[config.mk]
export PLATFORM = sky130hd
export DESIGN_NAME = fir_rr_scheduler
export DESIGN_NICKNAME = d
export VERILOG_FILES = /design/src/rtl/fir_sched_pkg.sv /design/src/rtl/fir4_core.sv /design/src/rtl/fir_rr_scheduler.sv
export SDC_FILE = /design/constraint.sdc
export NUM_CORES = 1
export LEC_CHECK = 0
export ABC_CLOCK_PERIOD_IN_PS = 9980
export CAP_MARGIN = 25
export CORE_UTILIZATION = 45
export CTS_CLUSTER_DIAMETER = 50
export DETAILED_ROUTE_END_ITERATION = 8
export PLACE_DENSITY = 0.68
export SLEW_MARGIN = 20
export SYNTH_ARGS = -nofsm -noshare
export SYNTH_HDL_FRONTEND = slang
export SYNTH_SLANG_ARGS = --single-unit
[constraint.sdc]
create_clock -name clk -period 9.98 [get_ports clk]
set_input_delay 1.996 -clock clk [delete_from_list [all_inputs] [get_ports clk]]
set_output_delay 1.996 -clock clk [all_outputs]
set_load 0.005 [all_outputs]
[src/rtl/fir_sched_pkg.sv]
// rtl/fir_sched_pkg.sv - shared widths, tap count and result-width function for the FIR scheduler
package fir_sched_pkg;

    // Default sample width.
    localparam int XW_DEF = 4;

    // Number of history taps held per channel.
    localparam int NTAPS = 3;

    // Result width: the tap weights sum to 2 + NTAPS, so the worst-case
    // result is (2 + NTAPS) * (2**xw - 1); that many growth bits are added.
    function automatic int calc_yw(input int xw);
        return xw + $clog2(NTAPS + 2);
    endfunction

    // Default result width.
    localparam int YW_DEF = calc_yw(XW_DEF);

endpackage

[src/rtl/fir4_core.sv]
// rtl/fir4_core.sv - combinational FIR arithmetic y = 2x + h1 + h2 + h3
//
// Ports:
//   x  : current sample (XW bits, unsigned)
//   h1 : most recent history sample
//   h2 : second history sample
//   h3 : oldest history sample
//   y  : full-width result (YW bits)
module fir4_core
    import fir_sched_pkg::*;
#(
    parameter int XW = XW_DEF,
    parameter int YW = calc_yw(XW)
) (
    input  logic [XW-1:0] x,
    input  logic [XW-1:0] h1,
    input  logic [XW-1:0] h2,
    input  logic [XW-1:0] h3,
    output logic [YW-1:0] y
);

    // Every operand is widened before the sum so no carry is lost.
    assign y = (YW'(x) << 1) + YW'(h1) + YW'(h2) + YW'(h3);

endmodule

[src/rtl/fir_rr_scheduler.sv]
// rtl/fir_rr_scheduler.sv - round-robin scheduler sharing one FIR datapath across channels
//
// Ports:
//   clk      : clock, rising edge
//   rst      : synchronous active-high reset
//   in_valid : per-channel sample request
//   in_x     : per-channel samples, channel i at [i*XW +: XW]
//   in_ready : per-channel grant, at most one-hot
//   clr_ch   : per-channel history-clear strobe
//   y        : filter result
//   y_ch     : channel that produced y
//   y_valid  : y / y_ch valid
//   y_ready  : downstream accepts y
module fir_rr_scheduler
    import fir_sched_pkg::*;
#(
    parameter int  NCH = 4,
    parameter int  XW  = XW_DEF,
    parameter int  YW  = calc_yw(XW),
    localparam int CW  = (NCH > 1) ? $clog2(NCH) : 1
) (
    input  logic             clk,
    input  logic             rst,
    input  logic [NCH-1:0]   in_valid,
    input  logic [NCH*XW-1:0] in_x,
    output logic [NCH-1:0]   in_ready,
    input  logic [NCH-1:0]   clr_ch,
    output logic [YW-1:0]    y,
    output logic [CW-1:0]    y_ch,
    output logic             y_valid,
    input  logic             y_ready
);

    // Last granted channel; the search starts one past it.
    logic [CW-1:0] ptr;

    // Private per-channel histories, h1 newest.
    logic [XW-1:0] h1 [NCH];
    logic [XW-1:0] h2 [NCH];
    logic [XW-1:0] h3 [NCH];

    logic [XW-1:0] x_arr [NCH];

    logic          slot_free;
    logic          gnt_any;
    logic [CW-1:0] gnt_idx;
    logic [CW:0]   cand_sum;
    logic [CW-1:0] cand;
    logic          accept;

    logic          clr_sel;
    logic [XW-1:0] x_sel;
    logic [XW-1:0] tap1;
    logic [XW-1:0] tap2;
    logic [XW-1:0] tap3;
    logic [YW-1:0] core_y;

    for (genvar i = 0; i < NCH; i++) begin : g_unpack
        assign x_arr[i] = in_x[i*XW +: XW];
    end

    // The output register can take a new result if it is empty or draining.
    assign slot_free = !y_valid || y_ready;

    // Round-robin search from ptr+1; the extra bit in cand_sum absorbs the
    // wrap so non-power-of-two channel counts work too.
    always_comb begin
        gnt_any  = 1'b0;
        gnt_idx  = '0;
        cand_sum = '0;
        cand     = '0;
        for (int k = 1; k <= NCH; k++) begin
            cand_sum = {1'b0, ptr} + (CW+1)'(k);
            if (cand_sum >= (CW+1)'(NCH)) begin
                cand_sum = cand_sum - (CW+1)'(NCH);
            end
            cand = cand_sum[CW-1:0];
            if (!gnt_any && in_valid[cand]) begin
                gnt_any = 1'b1;
                gnt_idx = cand;
            end
        end
    end

    always_comb begin
        in_ready = '0;
        if (!rst && slot_free && gnt_any) begin
            in_ready[gnt_idx] = 1'b1;
        end
    end

    assign accept = |in_ready;

    // A clear coinciding with the accept makes the result see zero history.
    assign clr_sel = clr_ch[gnt_idx];
    assign x_sel   = x_arr[gnt_idx];
    assign tap1    = clr_sel ? '0 : h1[gnt_idx];
    assign tap2    = clr_sel ? '0 : h2[gnt_idx];
    assign tap3    = clr_sel ? '0 : h3[gnt_idx];

    fir4_core #(
        .XW (XW),
        .YW (YW)
    ) u_core (
        .x  (x_sel),
        .h1 (tap1),
        .h2 (tap2),
        .h3 (tap3),
        .y  (core_y)
    );

    // Output register and arbitration pointer.
    always_ff @(posedge clk) begin
        if (rst) begin
            y       <= '0;
            y_ch    <= '0;
            y_valid <= 1'b0;
            ptr     <= CW'(NCH - 1);
        end else if (accept) begin
            y       <= core_y;
            y_ch    <= gnt_idx;
            y_valid <= 1'b1;
            ptr     <= gnt_idx;
        end else if (slot_free) begin
            y_valid <= 1'b0;
        end
    end

    // History shift on accept; the shifted-in taps are already zeroed when
    // a clear coincides, leaving h1 = x and h2 = h3 = 0.
    always_ff @(posedge clk) begin
        for (int i = 0; i < NCH; i++) begin
            if (rst) begin
                h1[i] <= '0;
                h2[i] <= '0;
                h3[i] <= '0;
            end else if (accept && gnt_idx == CW'(i)) begin
                h1[i] <= x_sel;
                h2[i] <= tap1;
                h3[i] <= tap2;
            end else if (clr_ch[i]) begin
                h1[i] <= '0;
                h2[i] <= '0;
                h3[i] <= '0;
            end
        end
    end

endmodule

Yosys cells after proc, flatten, opt, wreduce, memory -nomap -nowiden
Memory sizes are Yosys's and may differ from the RTL's.
Cells that the tools add are included.
{"block": "totals", "reg_bits": 12, "output_inout_bits": 14, "ramBits": 48, "input_bits": 27, "memories": 3, "wordCells": 163}
{"block": "op_classes", "n_mux": 87, "n_lt_le_gt_ge": 11, "add_sub_neg": 11, "n_bitwise": 25, "eq_ne": 3, "n_reduce_logical": 19}
{"memory": "h1", "depth": 4, "word_bits": 4, "read_ports": 1, "rd_clocked_by_memory_dff": 0, "wr": 4, "line_no": "fir_rr_scheduler.sv:38", "text": "logic [XW-1:0] h1 [NCH];"}
{"memory": "h2", "depth": 4, "word_bits": 4, "read_ports": 1, "rd_clocked_by_memory_dff": 0, "wr": 4, "line_no": "fir_rr_scheduler.sv:39", "text": "logic [XW-1:0] h2 [NCH];"}
{"memory": "h3", "depth": 4, "word_bits": 4, "read_ports": 1, "rd_clocked_by_memory_dff": 0, "wr": 4, "line_no": "fir_rr_scheduler.sv:40", "text": "logic [XW-1:0] h3 [NCH];"}
{"operator": "4-bit 2-to-1 mux", "count": 30}
{"operator": "1-bit 2-to-1 mux", "count": 42}
{"operator": "1-bit bitwise OR", "count": 24}
{"operator": "2-bit 2-to-1 mux", "count": 8}
{"operator": "3-bit >= comparator, second input constant", "count": 5}
{"operator": "2-bit by 3-bit less-than comparator with 1-bit output, second input constant", "count": 5}
{"operator": "7-bit by 4-bit adder with 7-bit output", "count": 2}
{"operator": "1-bit binary-select mux with 2-bit select", "count": 5}
{"operator": "1-bit logical AND", "count": 10}
{"operator": "4-bit binary-select mux with 2-bit select", "count": 1}
{"operator": "2-bit by 1-bit subtractor with 2-bit output, second input constant", "count": 4}
{"operator": "2-bit by 2-bit adder with 3-bit output, second input constant", "count": 2}
{"operator": "5-bit by 4-bit adder with 6-bit output", "count": 1}
{"operator": "1-bit logical NOT", "count": 5}
{"operator": "2-bit equality test, second input constant", "count": 2}
{"operator": "4-bit OR reduction", "count": 1}
{"operator": "2-bit by 1-bit adder with 3-bit output, second input constant", "count": 1}
{"operator": "2-bit by 3-bit adder with 3-bit output, second input constant", "count": 1}
{"operator": "2-bit inverter with 3-bit output", "count": 1}
{"operator": "1-bit demux with 2-bit select", "count": 1}
{"operator": "2-bit by 1-bit equality test with 1-bit output, second input constant", "count": 1}
{"operator": "2-bit by 1-bit >= comparator with 1-bit output, second input constant", "count": 1}
{"operator": "2-bit logical NOT", "count": 1}
{"operator": "2-bit nonzero test", "count": 1}
{"operator": "1-bit logical OR", "count": 1}

Logic depth before layout (Yosys ltp)
{"block": "depth", "word_depth": 27, "depth_mapped": 21, "ltp_nobuf": 17}

Modules after synthesis
A second synthesis with hierarchy kept.
{"block": "hier_totals", "hier_cells": 259, "hier_area_um2": 3328.2}
{"module": "fir_rr_scheduler", "seq_area_each_um2": 1681.6, "area_each_um2": 2980.4, "cells_each": 217, "instances": 1}
{"module": "fir4_core", "seq_area_each_um2": 0.0, "area_each_um2": 347.8, "cells_each": 42, "instances": 1}

Least setup slack after synthesis
OpenSTA, ideal clock, no wires.
{"block": "synth_path", "path_kind": "in2reg", "from": "input in_valid[3]", "to": "register y[5]", "path_buffers": 3, "path_stages": 18, "required_time_ps": 9853, "arrival_time_ps": 5940, "setup_time_ps": 127, "setup_slack_ps": 3912, "cell_sequence": "buf_2 > nand2b_1 > buf_6 > a211oi_4 > mux2i_1 > mux2i_4 > buf_4 > nor2_1 > ha_1 > fa_1 > xor2_1 > fa_1 > ha_1 > nor2b_1 > o21ai_0 > nand2b_1 > a31o_2 > or3b_1"}
{"block": "synth_between", "elab_cells_between_ends": 45, "cone_classes": "add/sub: 3; order compare: 2; mux: 27; bitwise: 1; reduce/logical: 9; memory: 3"}
{"element": "from (decl)", "line_no": "fir_rr_scheduler.sv:24", "text": "input logic [NCH-1:0] in_valid,"}
{"element": "1-bit binary-select mux with 2-bit select", "line_no": "fir_rr_scheduler.sv:78", "text": "if (!gnt_any && in_valid[cand]) begin"}
{"element": "1-bit 2-to-1 mux (implied by the code)", "line_no": "fir_rr_scheduler.sv:78"}
{"element": "1-bit 2-to-1 mux", "line_no": "fir_rr_scheduler.sv:78"}
{"element": "1-bit logical NOT", "line_no": "fir_rr_scheduler.sv:78"}
{"element": "1-bit logical AND", "line_no": "fir_rr_scheduler.sv:78"}
{"element": "1-bit 2-to-1 mux", "line_no": "fir_rr_scheduler.sv:78"}
{"element": "1-bit logical NOT", "line_no": "fir_rr_scheduler.sv:78"}
{"element": "1-bit logical AND", "line_no": "fir_rr_scheduler.sv:78"}
{"element": "[... 2 more ...]"}
{"element": "1-bit logical AND", "line_no": "fir_rr_scheduler.sv:78"}
{"element": "2-bit 2-to-1 mux (*)", "line_no": "fir_rr_scheduler.sv:78"}
{"element": "1-bit binary-select mux with 2-bit select", "line_no": "fir_rr_scheduler.sv:95", "text": "assign clr_sel = clr_ch[gnt_idx];"}
{"element": "1-bit 2-to-1 mux (implied by the code)", "line_no": "fir_rr_scheduler.sv:95"}
{"element": "4-bit 2-to-1 mux (*)", "line_no": "fir_rr_scheduler.sv:97", "text": "assign tap1 = clr_sel ? '0 : h1[gnt_idx];"}
{"element": "via tap1[1]", "line_no": "fir_rr_scheduler.sv:53", "text": "logic [XW-1:0] tap1;"}
{"element": "5-bit by 4-bit adder with 6-bit output (*)", "line_no": "fir4_core.sv:23", "text": "assign y = (YW'(x) << 1) + YW'(h1) + YW'(h2) + YW'(h3);"}
{"element": "7-bit by 4-bit adder with 7-bit output (*) (2 in series)", "line_no": "fir4_core.sv:23"}
{"element": "to (signal assigned)", "line_no": "fir_rr_scheduler.sv:120", "text": "y <= core_y;"}
{"element": "to (decl)", "line_no": "fir_rr_scheduler.sv:28", "text": "output logic [YW-1:0] y,"}
Mark *: on every way through the listed nets, which the timed path passes. The rest lies on a longest branch. The select of a mux whose other input is x is not followed.
A chain may end at the register's enable or synchronous reset.

Worst setup path in the final report
Ends and elaborated chain as after synthesis.

==> flow_summary.toml <==
[sta]
finalClockSkew_ns = 0.00961
min_period_ns = 7.13
fmax_ghz = 0.140
period_share = 0.715
tightest_slew_ns = 0.956
report.final.slew_viol_count = 0
rsz0062_at_grt = "no"
tns_ns = 0
setup_viol = 0
hold_viol_final = 0
slew_headroom = 0.349
whs_ns = 0.451
worst_slack_ns = 2.85

[synthesis]
seq_area_frac_synth = 0.483
synth_fa_ha_area_frac = 0.0596
synth.avg_cell_area_um2 = 11.3
synth.top_cell.area_share = 0.414
synth-compound-area-share = 0.0934
synth-simple-area-share = 0.200
synth_cell_types = 50
synthFlopType = "edfxtp_1"
synth_xor_area_frac = 0.0101
yosys_warnings = 0
synthCells = 307
synth_top_family_by_area = "simple AND/OR/NAND/NOR gates"
yosys.area.top_type = "edfxtp_1"
syn-num-nets = 347
synthTopCellsByArea = "edfxtp_1 41%, mux2i_1 7.8%, dfxtp_1 6.9%, nor2_1 3.7%, fa_1 3.4%"
synthArstFlopShare = 0
synth_area_um2 = 3480
synth_seq_cells = 60
synth_edf_count = 48
muxShareOfSynthArea = 0.111

[route]
drc = 0
vias = 2476
postRouteAntennaNets = 0
wl_mm = 7.88
wl_per_cell_um = 17.7
vias_per_cell = 5.56
drtIter0Drc = 130
drtPass1Iterations = 4

[final_layout]
nets = 383
fillers = 665
drive_gt1_frac = 0.118
antenna_cells = 0
multiInputGateArea_um2 = 1660
syn2layout_area_growth_pct = 17.3
instances_no_fill = 445
final-seq-area_um2 = 1680

[global_route]
overflow = 0
grt_use_met2 = 0.344
grt_use_met3 = 0.0499
grt-busiest-layer = "met2"
antenna_found_initial = 0
grt_use_total = 0.208
grt_pass1_vias = 2499
grt_pass1_wl_mm = 12.9
use_met1 = 0.272
grt_max_degree = 29

[min_path]
min_from = "y[4]$_SDFFE_PP0N_"
whs_path_depth = 2
hp-class = "reg2reg"

[setup_path]
worstSetupStartpoint = "in_valid[3]"
worstRegToRegCells = 15
cp_max_fo = 28
endpoint_kind = "flip-flop"
r2r_start = "ptr[0]$_SDFFE_PP1N_"
crit_arrival_ns = 7.36
cp_data_required_time_ns = 10.20
worstSetupStartpointType = "input pin"
path_class = "in2reg"

[floorplan]
initial_core_util = 0.473
die_y_um = 90.0
io_pins = 41
die_area_um2 = 8100
num_rows = 31
dieWidth_um = 90.0
core-area_um2 = 7370

[place]
dp_hpwl_mm = 5.30
portBuffers = 40
gp_congestion = 0.849
place_ws_ns = 2.49
dp_cells = 431

[clock_tree]
post_cts_buffers = 0
htree_levels = 3
root_buffer = "clkbuf_8"
cts_tree = "done"
cts_resized = 0
cts_sinks = 60
cts_made_buffers = 9
cts_buffer_depth = 2
holdBufCountCts = 0
path_clk_slew_ns = 0.06
clkLatencyLatePin_ns = 0.34

[power_and_ir_drop]
leakagePower_nw = 1.55
power_frac_seq = 0.405
pwr_density_cell_nw_per_um2 = 187
peakVddDrop_mv = 0.0833
p_int_mw = 0.522
comb_power_share = 0.330
power_switching_share = 0.317
power_frac_clock = 0.265
p_switching_mw = 0.242

[run]
drv_cap = 0

[status]
status = "completed"
-- cell type report --
cell class                 instances  area share
clock buffer                      10      0.0312
clock inverter                     4      0.0104
inverter                           9     0.00826
multi-input combinational        220       0.405
sequential                        60       0.411
tap                               99      0.0303
timing repair buffer              43       0.103
-- cell usage after synthesis (3+ instances only) --
cell type / number
nor2b_1: 10
a211oi_1: 7
buf_6: 4
buf_2: 4
o21ai_0: 8
nor3_1: 10
a311o_1: 4
ha_1: 7
mux2i_1: 27
dfxtp_1: 12
nand2_1: 20
or3_1: 4
and3_1: 4
nand2b_1: 5
inv_1: 8
mux2_2: 7
nor3_2: 9
a21oi_1: 7
clkbuf_1: 6
buf_4: 4
nor3b_1: 3
edfxtp_1: 48
fa_1: 6
and2_1: 13
a311oi_1: 3
nor2_1: 34
-- flip-flops by register name, summed over array words and instances, names as in the netlist --
register,count
y,7
ptr,2
y_ch,2
h2,16
y_valid,1
h1,16
h3,16
-- worst paths after layout --
check                      end  slack, ns
max          y[5]$_SDFFE_PP0N_       2.85
min          y[4]$_SDFFE_PP0N_       0.45
max reg2reg  y[5]$_SDFFE_PP0N_       4.71
min reg2reg  y[4]$_SDFFE_PP0N_       0.45
-- worst max-delay path: stages --
cell,delay [ns]
clkdlybuf4s50_1,0.62
nand2b_1,0.25
a211oi_4,0.63
mux2i_1,0.22
mux2i_4,0.79
nor2_1,0.13
ha_1,0.27
fa_1,0.40
xor2_1,0.22
fa_1,0.44
ha_1,0.34
nor2b_1,0.14
o21ai_0,0.20
nand2b_1,0.11
a31o_2,0.23
or3b_1,0.35
-- metal layers --
layer | vias up | share of wire
li1 | 1185 | -
met1 | 1224 | 0.44
met2 | 60 | 0.50
met3 | 7 | 0.047
met4 | 0 | 0.0098
met5 | - | 0
-- cell families after synthesis --
family	after synthesis
flip-flops	60
buffers and inverters	27
AND/OR/NAND/NOR	124
multiplexers	36
adder cells (fa/ha/maj)	13
AO/OA/AOI/OAI	43
XOR/XNOR	4
-- cells in the final DEF, fill, tap and decap left out, types with 2 or more instances in the layout --
master,netlist,layout
fa_1,6,6
or3_1,4,4
nor3_1,10,9
clkdlybuf4s50_1,0,40
nand3_2,2,2
nand2b_1,5,5
edfxtp_1,48,48
nor3b_1,3,3
nor4bb_1,2,2
and2_1,13,13
ha_1,7,7
a21o_1,2,2
mux2_2,7,7
clkinv_1,0,2
nand2_1,20,20
inv_1,8,8
nor3_2,9,10
nor2b_1,10,10
and3_1,4,4
or2_1,2,2
nor4b_1,2,2
mux2i_1,27,27
nor2_1,34,34
clkbuf_8,0,9
dfxtp_1,12,12
a21oi_1,7,7
a311oi_1,3,3
a211o_1,2,2
xor2_1,2,2
xnor2_1,2,2
o21ai_0,8,8
a211oi_1,7,7
a31o_2,2,2
a311o_1,4,4
buf_4,4,3
-- per-stage QoR --
stage | power [mW] | utilization | instance area [um2]
after floorplan | 0.492 | - | 3480
after global placement | 0.564 | 0.532 | 3920
after detailed placement | 0.568 | 0.532 | 3920
after CTS | 0.768 | 0.555 | 4090
after global routing | 0.810 | 0.555 | 4090
final | 0.764 | 0.555 | 4090
-- power groups by stage --
stage / clock network [mW] / registers [mW] / logic (mW)
finish: 0.203 / 0.309 / 0.252
global route: 0.213 / 0.312 / 0.284
CTS: 0.204 / 0.309 / 0.254
detailed placement: 0 / 0.314 / 0.253
global placement: 0 / 0.314 / 0.250
floorplan: 0 / 0.313 / 0.179
Note: power is estimated with default switching activity, not from simulation.
